--- config.mk ---
export PLATFORM = sky130hd
export DESIGN_NAME = keypad_entry_ctrl
export DESIGN_NICKNAME = d
export VERILOG_FILES = /design/src/rtl/calc_pkg.sv /design/src/rtl/key_debounce.sv /design/src/rtl/keypad_entry_ctrl.sv
export SDC_FILE = /design/constraint.sdc
export NUM_CORES = 1
export LEC_CHECK = 0
export ABC_AREA = 0
export ABC_CLOCK_PERIOD_IN_PS = 2200
export CORE_MARGIN = 4
export CORE_UTILIZATION = 43
export DETAILED_ROUTE_END_ITERATION = 10
export GPL_TIMING_DRIVEN = 0
export PLACE_DENSITY = 0.72
export SLEW_MARGIN = 30
export SYNTH_ARGS = -nofsm -noshare
export SYNTH_HDL_FRONTEND = slang
export SYNTH_SLANG_ARGS = --single-unit
--- constraint.sdc ---
create_clock -name clock -period 2.2 [get_ports clock]
set_input_delay 0.22 -clock clock [delete_from_list [all_inputs] [get_ports clock]]
set_output_delay 0.22 -clock clock [all_outputs]
set_load 0.02 [all_outputs]
--- src/rtl/calc_pkg.sv ---
// Shared keycodes, opcodes and entry-FSM state encoding for the keypad calculator front end.
package calc_pkg;

    localparam logic [3:0] KEY_ADD  = 4'hA;
    localparam logic [3:0] KEY_SUB  = 4'hB;
    localparam logic [3:0] KEY_MUL  = 4'hC;
    localparam logic [3:0] KEY_EQ   = 4'hD;
    localparam logic [3:0] KEY_CLR  = 4'hE;
    localparam logic [3:0] KEY_BKSP = 4'hF;

    localparam logic [1:0] OP_ADD = 2'b00;
    localparam logic [1:0] OP_SUB = 2'b01;
    localparam logic [1:0] OP_MUL = 2'b10;

    typedef enum logic [2:0] {
        S_A,
        S_OP,
        S_B,
        S_REQ,
        S_BUSY,
        S_RES,
        S_ERR
    } state_t;

    function automatic logic [1:0] key_to_op(input logic [3:0] key);
        case (key)
            KEY_SUB: return OP_SUB;
            KEY_MUL: return OP_MUL;
            default: return OP_ADD;
        endcase
    endfunction

endpackage

--- src/rtl/key_debounce.sv ---
// Press/release debouncer: one key_strobe per accepted press, re-armed only after a stable release.
module key_debounce #(
    parameter int unsigned DEBOUNCE_CYCLES = 3
) (
    input  logic       clock,
    input  logic       reset,
    input  logic [3:0] keycode,
    input  logic       keypressed,
    output logic       key_strobe,
    output logic [3:0] key_value
);

    localparam int unsigned CNT_W = $clog2(DEBOUNCE_CYCLES + 1);
    localparam logic [CNT_W-1:0] CNT_DONE = CNT_W'(DEBOUNCE_CYCLES);
    localparam logic [CNT_W-1:0] CNT_ONE  = CNT_W'(1);

    logic             armed_q, armed_d;
    logic [CNT_W-1:0] cnt_q, cnt_d;
    logic [3:0]       code_q, code_d;
    logic             strobe_q, strobe_d;
    logic [3:0]       value_q, value_d;

    always_comb begin
        armed_d  = armed_q;
        cnt_d    = cnt_q;
        code_d   = code_q;
        strobe_d = 1'b0;
        value_d  = value_q;
        if (armed_q) begin
            if (keypressed) begin
                // a different code while held restarts the stability count
                code_d = keycode;
                if (cnt_q != '0 && keycode == code_q) cnt_d = cnt_q + CNT_ONE;
                else                                  cnt_d = CNT_ONE;
                if (cnt_d == CNT_DONE) begin
                    strobe_d = 1'b1;
                    value_d  = keycode;
                    armed_d  = 1'b0;
                    cnt_d    = '0;
                end
            end else begin
                cnt_d = '0;
            end
        end else begin
            if (!keypressed) begin
                cnt_d = cnt_q + CNT_ONE;
                if (cnt_d == CNT_DONE) begin
                    armed_d = 1'b1;
                    cnt_d   = '0;
                end
            end else begin
                cnt_d = '0;
            end
        end
    end

    always_ff @(posedge clock) begin
        if (reset) begin
            armed_q  <= 1'b1;
            cnt_q    <= '0;
            code_q   <= '0;
            strobe_q <= 1'b0;
            value_q  <= '0;
        end else begin
            armed_q  <= armed_d;
            cnt_q    <= cnt_d;
            code_q   <= code_d;
            strobe_q <= strobe_d;
            value_q  <= value_d;
        end
    end

    assign key_strobe = strobe_q;
    assign key_value  = value_q;

endmodule

--- src/rtl/keypad_entry_ctrl.sv ---
// Calculator entry FSM: BCD operand shifters, one request per calculation, result capture, display mux.
// Define CALC_CHAIN_EN to let an operator key after a result continue with that result as operand A.
module keypad_entry_ctrl
    import calc_pkg::*;
#(
    parameter int unsigned DIGITS          = 4,
    parameter int unsigned DEBOUNCE_CYCLES = 3
) (
    input  logic                  clock,
    input  logic                  reset,
    input  logic [3:0]            keycode,
    input  logic                  keypressed,
    output logic [4*DIGITS-1:0]   operand_a,
    output logic [4*DIGITS-1:0]   operand_b,
    output logic [1:0]            opcode,
    output logic                  calc_valid,
    input  logic                  calc_ready,
    input  logic                  result_valid,
    input  logic [4*DIGITS-1:0]   result_bcd,
    input  logic                  result_neg,
    input  logic                  result_err,
    output logic [4*DIGITS-1:0]   display_bcd,
    output logic                  display_neg,
    output logic                  display_err
);

    localparam int unsigned W = 4 * DIGITS;

    logic         key_strobe;
    logic [3:0]   key_value;
    logic         is_digit, is_op;
    logic [W-1:0] digit_ext;

    state_t       state_q, state_d;
    logic [W-1:0] a_q, a_d, b_q, b_d, res_q, res_d;
    logic [1:0]   op_q, op_d;
    logic         res_neg_q, res_neg_d;

    key_debounce #(.DEBOUNCE_CYCLES(DEBOUNCE_CYCLES)) u_debounce (
        .clock      (clock),
        .reset      (reset),
        .keycode    (keycode),
        .keypressed (keypressed),
        .key_strobe (key_strobe),
        .key_value  (key_value)
    );

    function automatic logic [W-1:0] append_digit(input logic [W-1:0] v, input logic [3:0] d);
        if (v[W-1 -: 4] != 4'd0) return v;
        return {v[W-5:0], d};
    endfunction

    function automatic logic [W-1:0] drop_digit(input logic [W-1:0] v);
        return {4'd0, v[W-1:4]};
    endfunction

    assign is_digit  = (key_value <= 4'd9);
    assign is_op     = (key_value == KEY_ADD) || (key_value == KEY_SUB) || (key_value == KEY_MUL);
    assign digit_ext = {{(W-4){1'b0}}, key_value};

    always_comb begin
        state_d   = state_q;
        a_d       = a_q;
        b_d       = b_q;
        op_d      = op_q;
        res_d     = res_q;
        res_neg_d = res_neg_q;

        // handshake and result capture first; a same-cycle clear overrides both below
        case (state_q)
            S_REQ:  if (calc_ready) state_d = S_BUSY;
            S_BUSY: if (result_valid) begin
                res_d     = result_bcd;
                res_neg_d = result_neg;
                state_d   = result_err ? S_ERR : S_RES;
            end
            default: ;
        endcase

        if (key_strobe) begin
            if (key_value == KEY_CLR) begin
                a_d       = '0;
                b_d       = '0;
                op_d      = OP_ADD;
                res_d     = '0;
                res_neg_d = 1'b0;
                state_d   = S_A;
            end else begin
                case (state_q)
                    S_A: begin
                        if (is_digit) a_d = append_digit(a_q, key_value);
                        else if (is_op) begin
                            op_d    = key_to_op(key_value);
                            state_d = S_OP;
                        end else if (key_value == KEY_BKSP) a_d = drop_digit(a_q);
                    end
                    S_OP: begin
                        if (is_digit) begin
                            b_d     = digit_ext;
                            state_d = S_B;
                        end else if (is_op) op_d = key_to_op(key_value);
                        else if (key_value == KEY_BKSP) state_d = S_A;
                    end
                    S_B: begin
                        if (is_digit) b_d = append_digit(b_q, key_value);
                        else if (key_value == KEY_BKSP) b_d = drop_digit(b_q);
                        else if (key_value == KEY_EQ) state_d = S_REQ;
                    end
                    S_RES: begin
                        if (is_digit) begin
                            a_d     = digit_ext;
                            b_d     = '0;
                            state_d = S_A;
                        end
`ifdef CALC_CHAIN_EN
                        else if (is_op) begin
                            a_d     = res_q;
                            op_d    = key_to_op(key_value);
                            state_d = S_OP;
                        end
`endif
                    end
                    default: ;
                endcase
            end
        end
    end

    always_ff @(posedge clock) begin
        if (reset) begin
            state_q   <= S_A;
            a_q       <= '0;
            b_q       <= '0;
            op_q      <= OP_ADD;
            res_q     <= '0;
            res_neg_q <= 1'b0;
        end else begin
            state_q   <= state_d;
            a_q       <= a_d;
            b_q       <= b_d;
            op_q      <= op_d;
            res_q     <= res_d;
            res_neg_q <= res_neg_d;
        end
    end

    always_comb begin
        display_bcd = a_q;
        case (state_q)
            S_B, S_REQ, S_BUSY: display_bcd = b_q;
            S_RES, S_ERR:       display_bcd = res_q;
            default:            display_bcd = a_q;
        endcase
    end

    assign operand_a   = a_q;
    assign operand_b   = b_q;
    assign opcode      = op_q;
    assign calc_valid  = (state_q == S_REQ);
    assign display_neg = (state_q == S_RES) && res_neg_q;
    assign display_err = (state_q == S_ERR);

endmodule

==> metrics.txt, run 1 <==
Worst-Margin Slew 0.570 ns; Synth top area share 36.0%; Max Fclk 465 MHz; Setup CP Type reg2out; number of max-cap violations 0; reg2reg start state_q[1]$_SDFF_PP0_; top post-synthesis cells by count nand2_1, dfxtp_1, nor2_1; Yosys Warn Count 0; r2r endpoint operand_b[5]$_SDFFE_PP0P_; Hold Startpoint keypressed; # IOs 80; Post-synth EDFFs 0; worst min path class in2reg; minimum clock period 2.15 ns; drt initial violations 217; Post-DRT Antenna Nets 0; die width 100 um; hold worst-path end u_debounce.cnt_q[0]$_SDFF_PP0_; GR met3 Demand/Resource 4.03%; met2 usage 35.5%; net count after synthesis 494; R2R depth 6; r2r setup slk 0.17 ns; CTS Buffer Depth 2; Worst setup EP type output pin; hold path cells 3; fin. max-slew vios 0; Layout Nets 586; clock root buffer clkbuf_8; GR Util met1 28.9%; DP HPWL 8030 um; share of cells above drive strength 1 14.5%; DRC violations left 0; Vias 3725; latest clock arrival within the worst-skew pair 0.35 ns; Worst setup SP type flip-flop; cts-stage hold buffer count 0; pin count of the biggest net entering global routing 12; Hold WS 0.267 ns; post-synthesis sequential area ratio 36.0%; Main synth FF type dfxtp_1; synth top area cells dfxtp_1, nand2_1, mux2i_1, nor2_1, a21oi_1; clk slew on worst S/H paths 0.08 ns; Detailed Routing Iterations Pass 1 5; Leak Pwr 1.92 nW; FFs w/ async S/R, synth 0%; critical path fanouts, max 10; Total GRT Usage 21.7%; Vias/cell 5.60; gr busiest metal met2; CTS Buf Count 9; Wirelength per Cell 16.6 um; Final Hold Vio Count 0; final worst-path cycle share 97.8%; slew margin rel. 61.8%; depth of the CTS H-tree 3; die height 100 um; Initial Utilization 44.5%; Crit path required time 1.98 ns; Synth area leader dfxtp_1; Post-Syn Instances 463; DRT Wirelength 11000 um; Peak VDD IR 0.000354 V; Die ar. 0.0101 mm^2; final RePlAce weighted congestion 0.899; mapped cell area 0.00367 mm^2; initial antenna violation count 0; CTS tree yes; first-pass GRT wire length 17400 um; critical path data arrival time 1.93 ns; CORE AREA 0.00826 mm^2; #FFs+latches synth 66; status finished, final reports clean; Setup Viol. Count Final 0; Mean Syn Cell Area 7.93 um^2; Design Area, Final 0.00479 mm^2; Area Overhead vs Synth 30.4%; most instantiated library cell after synthesis nand2_1; Inserted Diodes 0; port buffer count 78; Power per Cell Area 460 mW/mm^2; vias in the first global route 3470; skew final 0.0109 ns; Area after DPL 0.00458 mm^2; global route overflow 0; RSZ-0062 raised after global routing true; CTS Sinks 66; Placement Rows 33; Netlist cell types 54
where the power goes:
part / switching, W / total, W / internal [W] / leakage, nW
Sequential: 0.00000447 / 0.00120 / 0.00120 / 0.533
Clock: 0.000480 / 0.000885 / 0.000405 / 0.0831
Combinational: 0.0000543 / 0.000115 / 0.0000608 / 1.30
state kept, by name, indices dropped and copies added, names as in the netlist:
register,flops
u_debounce.armed_q,1
res_q,16
operand_a,16
res_neg_q,1
operand_b,16
u_debounce.cnt_q,2
state_q,3
u_debounce.code_q,4
u_debounce.key_strobe,1
opcode,2
u_debounce.key_value,4
logic make-up after synthesis:
family / Yosys count / share of synthesized area (%)
AO/OA/AOI/OAI: 99 / 16.9
AND/OR/NAND/NOR: 217 / 29.1
XOR/XNOR: 5 / 1.19
adder cells (fa/ha/maj): 4 / 1.36
flip-flops: 66 / 36.0
multiplexers: 34 / 9.88
buffers and inverters: 38 / 5.55
layout by cell type, fill, tap and decap left out, types with 3 or more instances in the layout:
master	instances
mux2_2	6
o21ai_0	10
nand3_1	12
ha_1	4
nand4_1	3
buf_4	3
nand2b_1	10
clkinv_2	3
o21a_1	3
dfxtp_1	65
nand2_1	80
xor2_1	4
clkdlybuf4s15_2	3
clkbuf_1	12
o22ai_1	17
and3_1	3
nor3_1	4
nand3b_1	19
buf_6	6
nor2b_1	10
a21oi_1	39
clkbuf_8	11
nor2_1	55
buf_2	15
o31ai_1	11
mux2_4	3
clkbuf_2	11
inv_1	3
a31oi_1	4
clkdlybuf4s50_1	62
mux2i_1	24
worst max-delay path by stage:
| stage | start | endpoint | slack [ns] |
|---|---|---|---|
| 3_3_place_gp | state_q[0]$_SDFF_PP0_ | display_bcd[0] | -0.46 |
| 4_1_cts | state_q[0]$_SDFF_PP0_ | display_bcd[12] | 0.00007 |
| 3_5_place_dp | state_q[0]$_SDFF_PP0_ | display_bcd[4] | -0.47 |
| 5_1_grt | state_q[0]$_SDFF_PP0_ | display_bcd[2] | 0.005 |
| 2_1_floorplan | state_q[0]$_SDFF_PP0_ | display_bcd[13] | 0.34 |
| 6_report | state_q[0]$_SDFF_PP0_ | display_bcd[2] | 0.05 |
critical path, cell delays in order, from the launching register on:
cell and delay (ns):
dfxtp_1 0.32, buf_6 0.12, clkbuf_4 0.20, nor2_2 0.07, mux2i_4 0.16, buf_6 0.18
o22ai_1 0.10, nor2_1 0.15, clkdlybuf4s15_2 0.28
metal layers:
layer  vias up  wire length [um]
met5         -                 0
met4         0               196
met3        27               784
met2       157              5240
met1      1731              4820
li1       1810                 -
layout make-up:
cell class / instances / area (um^2)
multi-input combinational: 359 / 2190
clock inverter: 5 / 31.3
buffer: 35 / 231
fill: 790 / 3470
inverter: 3 / 11.3
sequential: 66 / 1320
clock buffer: 11 / 131
tap: 105 / 131
timing repair buffer: 81 / 742
what timing repair did:
action	4_1_cts	5_1_grt
hold endpoints to repair	0	0
gates resized for setup	46	28
pin swaps	2	0
endpoints found under the setup margin	17	18
setup buffers	3	0
through the flow:
stage          std cells  util (%)  setup TNS [ns]  worst slack (ns)  power, W
4_1_cts              665      58.5               0         0.0000717   0.00221
2_1_floorplan        463         -               0             0.344   0.00128
6_report             665      58.0               0            0.0484   0.00220
3_3_place_gp         646      55.5           -5.89            -0.457   0.00134
5_1_grt              665      58.0               0           0.00451   0.00227
3_5_place_dp         646      55.5           -6.69            -0.469   0.00135
Power figures use the tool's default switching activity.
==> run 2: changes to the inputs <==
--- a/config.mk
+++ b/config.mk
@@ -12,6 +12,7 @@
 export DETAILED_ROUTE_END_ITERATION = 10
 export GPL_TIMING_DRIVEN = 0
 export PLACE_DENSITY = 0.72
+export SKIP_LAST_GASP = 1
 export SLEW_MARGIN = 30
 export SYNTH_ARGS = -nofsm -noshare
 export SYNTH_HDL_FRONTEND = slang
==> metrics.txt, run 2 (synthesis results as in run 1) <==
CP max stage cell dfxtp_1 (unchanged); # IOs 80 (unchanged); status finished, final reports clean (unchanged); Initial Utilization 44.5% (unchanged); Leak Pwr 1.91 nW (was 1.92 nW); Worst-Margin Slew 0.559 ns (was 0.570 ns); critical path data arrival time 1.91 ns (was 1.93 ns); Setup CP Type reg2out (unchanged); Critical path origin state_q[0]$_SDFF_PP0_ (unchanged); fin. max-slew vios 0 (unchanged); TNS Setup 0 ns (unchanged); Total GRT Usage 21.7% (unchanged); Setup Viol. Count Final 0 (unchanged); DRT Wirelength 11000 um (about the same); skew final 0.0117 ns (was 0.0109 ns); register area 0.00132 mm^2 (unchanged); CTS Sinks 66 (unchanged); Die ar. 0.0101 mm^2 (unchanged); R2R depth 6 (unchanged); die width 100 um (unchanged); Area Overhead vs Synth 30.6% (was 30.4%); Vias/cell 5.58 (was 5.60); Power per Cell Area 460 mW/mm^2 (about the same); Worst setup SP type flip-flop (unchanged); DRC violations left 0 (unchanged); global route overflow 0 (unchanged); pin count of the biggest net entering global routing 12 (unchanged); Worst setup EP type output pin (unchanged); die height 100 um (unchanged); Multi-input gate area 0.00218 mm^2 (was 0.00219 mm^2); slew margin rel. 62.5% (was 61.8%); commonest non-fill, non-tap cell in the layout nand2_1 (unchanged); Final Util 58.1% (was 58.0%); clk slew on worst S/H paths 0.08 ns (about the same); final RePlAce weighted congestion 0.899 (unchanged); CP max stage delay 0.32 ns (about the same); first-pass GRT wire length 17400 um (unchanged); Inserted Diodes 0 (unchanged); cts-stage hold buffer count 0 (unchanged); Layout Nets 586 (unchanged); reg2reg start state_q[1]$_SDFF_PP0_ (unchanged); fillcell total 787 (was 790); CP endpoint display_bcd[2] (unchanged); latest clock arrival within the worst-skew pair 0.35 ns (about the same); Vias 3714 (was 3725); CTS Buf Count 9 (unchanged); number of max-cap violations 0 (unchanged); CTS Buffer Depth 2 (unchanged); fin cells 665 (unchanged); DP Cell Count 646 (unchanged); minimum clock period 2.13 ns (was 2.15 ns); Crit path required time 1.98 ns (about the same); Wirelength per Cell 16.5 um (was 16.6 um); depth of the CTS H-tree 3 (unchanged); vias in the first global route 3470 (unchanged); final worst-path cycle share 97.0% (was 97.8%); DP HPWL 8030 um (unchanged); worst min path class in2reg (unchanged); r2r endpoint operand_b[5]$_SDFFE_PP0P_ (unchanged); CORE AREA 0.00826 mm^2 (unchanged); Max Fclk 469 MHz (was 465 MHz); CTS tree yes (unchanged); critical path fanouts, max 10 (unchanged); worst path cell trace buf_6, clkbuf_4, nor2_2, mux2i_4, buf_6, o22ai_1, nor2_1, clkdlybuf4s15_2 (unchanged); Hold WS 0.270 ns (was 0.267 ns); Placement Rows 33 (unchanged); clock root buffer clkbuf_8 (unchanged); most frequent cells in the layout nand2_1, dfxtp_1, clkdlybuf4s50_1, nor2_1, a21oi_1 (unchanged); Final Hold Vio Count 0 (unchanged); drt initial violations 254 (was 217); Detailed Routing Iterations Pass 1 5 (unchanged); Peak VDD IR 0.000355 V (was 0.000354 V); r2r setup slk 0.18 ns (was 0.17 ns); initial antenna violation count 0 (unchanged); most used cell, CP buf_6 (unchanged); port buffer count 78 (unchanged); share of cells above drive strength 1 14.3% (was 14.5%); RSZ-0062 raised after global routing true (unchanged); Post-DRT Antenna Nets 0 (unchanged)
==> run 2: cell count changes in the layout (fill, tap and decap cells not counted), sizes merged <==
cell	before	now
clkdlybuf4s15	3	5
buf	26	23
clkbuf	36	37
==> run 2: power breakdown <==
part           switching (W)  internal [W]  leakage [nW]
sequential        0.00000449       0.00120         0.533
combinational      0.0000540     0.0000607          1.29
clock               0.000481      0.000405        0.0831
==> run 2: worst min-delay path by stage <==
| stage | start | endpoint | slack (ns) | cells after the start |
|---|---|---|---|---|
| 2_1_floorplan | result_neg | res_neg_q$_SDFF_PP0_ | 0.36 | 2 |
| 3_3_place_gp | res_neg_q$_SDFF_PP0_ | res_neg_q$_SDFF_PP0_ | 0.44 | 2 |
| 3_5_place_dp | res_q[3]$_SDFF_PP0_ | res_q[3]$_SDFF_PP0_ | 0.45 | 2 |
| 4_1_cts | keypressed | u_debounce.cnt_q[0]$_SDFF_PP0_ | 0.24 | 3 |
| 5_1_grt | keypressed | u_debounce.code_q[0]$_SDFFE_PP0P_ | 0.29 | 3 |
| 6_report | keypressed | u_debounce.cnt_q[0]$_SDFF_PP0_ | 0.27 | 3 |
==> run 2: what timing repair did <==
action	in CTS	in global routing
hold endpoints to repair	0	0
resized for setup	44	26
buffers inserted	3	0
endpoints found under the setup margin	17	18
pin swaps	2	0
==> run 2: per-layer routing <==
metal / GRT usage [%] / wire [um] / vias to the layer above
met1: 28.9 / 4840 / 1752
li1: - / - / 1801
met4: 7.36 / 231 / 0
met5: 0 / 0 / -
met2: 35.5 / 5270 / 134
met3: 4.03 / 659 / 27
==> run 2: critical path: cells and delay by family, from the launching register on <==
family | cells | cell delay, ns
muxes | 1 | 0.17
AOI/OAI and AO/OA | 1 | 0.09
buffers and inverters | 4 | 0.77
DFF | 1 | 0.32
and+or+nand+nor | 2 | 0.21
==> run 2: layout make-up <==
type / count / share of cell area (%)
multi-input cells: 359 / 45.5
flip-flops and latches: 66 / 27.6
repair buffers: 81 / 15.7
plain buffers: 35 / 4.83
clock buffers: 11 / 2.74
well taps: 105 / 2.74
clock inverters: 5 / 0.652
inverters: 3 / 0.235
==> run 2: metrics by stage <==
step                      setup WS (ns)  total power (W)  area, um^2
after floorplan                   0.344          0.00128        3670
after global placement           -0.457          0.00134        4580
after detailed placement         -0.469          0.00135        4580
after CTS                       -0.0509          0.00221        4820
after global routing            -0.0314          0.00227        4800
final                            0.0660          0.00220        4800
==> run 3: changes to the inputs <==
--- a/config.mk
+++ b/config.mk
@@ -12,6 +12,8 @@
 export DETAILED_ROUTE_END_ITERATION = 10
 export GPL_TIMING_DRIVEN = 0
 export PLACE_DENSITY = 0.72
+export SETUP_SLACK_MARGIN = 0.3
+export SKIP_CTS_REPAIR_TIMING = 1
 export SKIP_LAST_GASP = 1
 export SLEW_MARGIN = 30
 export SYNTH_ARGS = -nofsm -noshare
==> metrics.txt, run 3 (synthesis results as in run 1) <==
CORE AREA 0.00826 mm^2 (unchanged); Initial Utilization 44.5% (unchanged); worst min path class in2reg (unchanged); Detailed Routing Iterations Pass 1 5 (unchanged); Wirelength per Cell 17.7 um (was 16.5 um); Power per Cell Area 406 mW/mm^2 (was 460 mW/mm^2); R2R depth 9 (was 6); final worst-path cycle share 93.7% (was 97.0%); share of cells above drive strength 1 26.3% (was 14.3%); clock root buffer clkbuf_8 (unchanged); port buffer count 78 (unchanged); Worst setup SP type flip-flop (unchanged); register area 0.00133 mm^2 (was 0.00132 mm^2); slew margin rel. 61.3% (was 62.5%); Total GRT Usage 21.5% (was 21.7%); final RePlAce weighted congestion 0.899 (unchanged); hold path cells 3 (unchanged); r2r endpoint operand_a[0]$_SDFFE_PP0P_ (was operand_b[5]$_SDFFE_PP0P_); # IOs 80 (unchanged); Layout Nets 619 (was 586); reg2reg start state_q[0]$_SDFF_PP0_ (was state_q[1]$_SDFF_PP0_); critical path data arrival time 1.84 ns (was 1.91 ns); Vias/cell 5.77 (was 5.58); final setup margin 0.139 ns (was 0.0660 ns); fin. max-slew vios 0 (unchanged); initial antenna violation count 0 (unchanged); critical path fanouts, max 6 (was 10); Vias 4029 (was 3714); RSZ-0062 raised after global routing true (unchanged); global route overflow 0 (unchanged); vias in the first global route 3409 (was 3470); fillcell total 694 (was 787); die width 100 um (unchanged); status finished, final reports clean (unchanged); Setup CP Type reg2out (unchanged); Multi-input gate area 0.00242 mm^2 (was 0.00218 mm^2); most frequent cells in the layout nand2_1, dfxtp_1, clkdlybuf4s50_1, nor2_1, a21oi_1 (unchanged); pin count of the biggest net entering global routing 12 (unchanged); drt initial violations 270 (was 254); Die ar. 0.0101 mm^2 (unchanged); Final Hold Vio Count 0 (unchanged); Post-DRT Antenna Nets 0 (unchanged); CTS Buf Count 9 (unchanged); clk slew on worst S/H paths 0.08 ns (about the same); Hold Startpoint keypressed (unchanged); Power, Total 0.00221 W (was 0.00220 W); post-place setup slack -0.469 ns (unchanged); Placement Rows 33 (unchanged); hold worst-path end u_debounce.cnt_q[0]$_SDFF_PP0_ (unchanged); Leak Pwr 2.22 nW (was 1.91 nW); Crit path required time 1.98 ns (about the same); depth of the CTS H-tree 3 (unchanged); Hold WS 0.268 ns (was 0.270 ns); Inserted Diodes 0 (unchanged); Max Fclk 485 MHz (was 469 MHz); latest clock arrival within the worst-skew pair 0.35 ns (about the same); Peak VDD IR 0.000324 V (was 0.000355 V); CTS tree yes (unchanged); die height 100 um (unchanged); first-pass GRT wire length 17200 um (was 17400 um); CTS Buffer Depth 2 (unchanged); commonest non-fill, non-tap cell in the layout nand2_1 (unchanged); minimum clock period 2.06 ns (was 2.13 ns); DP HPWL 8030 um (unchanged); Setup Viol. Count Final 0 (unchanged); skew final 0.0117 ns (about the same); DRT Wirelength 12300 um (was 11000 um); Area Overhead vs Synth 48.3% (was 30.6%); CTS Sinks 66 (unchanged); Worst setup EP type output pin (unchanged); Worst-Margin Slew 0.576 ns (was 0.559 ns); r2r setup slk 0.21 ns (was 0.18 ns); DRC violations left 0 (unchanged); number of max-cap violations 0 (unchanged)
-- run 3: cell count changes in the layout (fill, tap and decap cells not counted), moves of 9 or more --
cell     change
o22ai_1     -14
buf_6       +16
o22ai_4      +9
nor2_2      +10
nor2_1      -12
buf_4       +29
-- run 3: stage by stage --
stage	utilization [%]	std cells	TNS, ns	cell area (um^2)
2_1_floorplan	-	463	0	3670
3_5_place_dp	55.5	646	-6.69	4580
4_1_cts	57.5	662	-11.71	4750
3_3_place_gp	55.5	646	-5.89	4580
6_report	66.0	698	0	5450
5_1_grt	66.0	698	0	5450
-- run 3: worst max-delay path by stage --
stage | depth (start not counted) | to | slack [ns] | startpoint
final | 7 | display_bcd[5] | 0.14 | state_q[1]$_SDFF_PP0_
after global routing | 7 | display_bcd[5] | 0.06 | state_q[1]$_SDFF_PP0_
after CTS | 8 | display_bcd[1] | -0.84 | state_q[0]$_SDFF_PP0_
after detailed placement | 8 | display_bcd[4] | -0.47 | state_q[0]$_SDFF_PP0_
after global placement | 8 | display_bcd[0] | -0.46 | state_q[0]$_SDFF_PP0_
after floorplan | 7 | display_bcd[13] | 0.34 | state_q[0]$_SDFF_PP0_
-- run 3: layer usage --
layer	share of wire, %	vias up	GRT usage (%)
li1	-	1882	-
met1	42	1915	28.7
met2	49	200	34.9
met3	6.5	32	4.03
met4	2.3	0	6.94
met5	0	-	0
-- run 3: cell type report --
type                    count  area share [%]
flip-flops and latches     66            24.4
well taps                 105            2.41
repair buffers            114            20.5
inverters                   3           0.207
plain buffers              35            5.03
clock inverters             5           0.574
clock buffers              11            2.41
multi-input cells         359            44.5
-- run 3: power by group --
group,internal [W],switching [W]
clock,0.000405,0.000485
combinational,0.0000624,0.0000561
sequential,0.00120,0.00000450
total,0.00167,0.000546
-- run 3: critical path: stages (launching register included) --
cell	delay, ns
dfxtp_2	0.34
buf_6	0.13
buf_8	0.12
mux2i_4	0.26
buf_6	0.21
o22ai_1	0.13
nor2_1	0.11
clkbuf_2	0.18
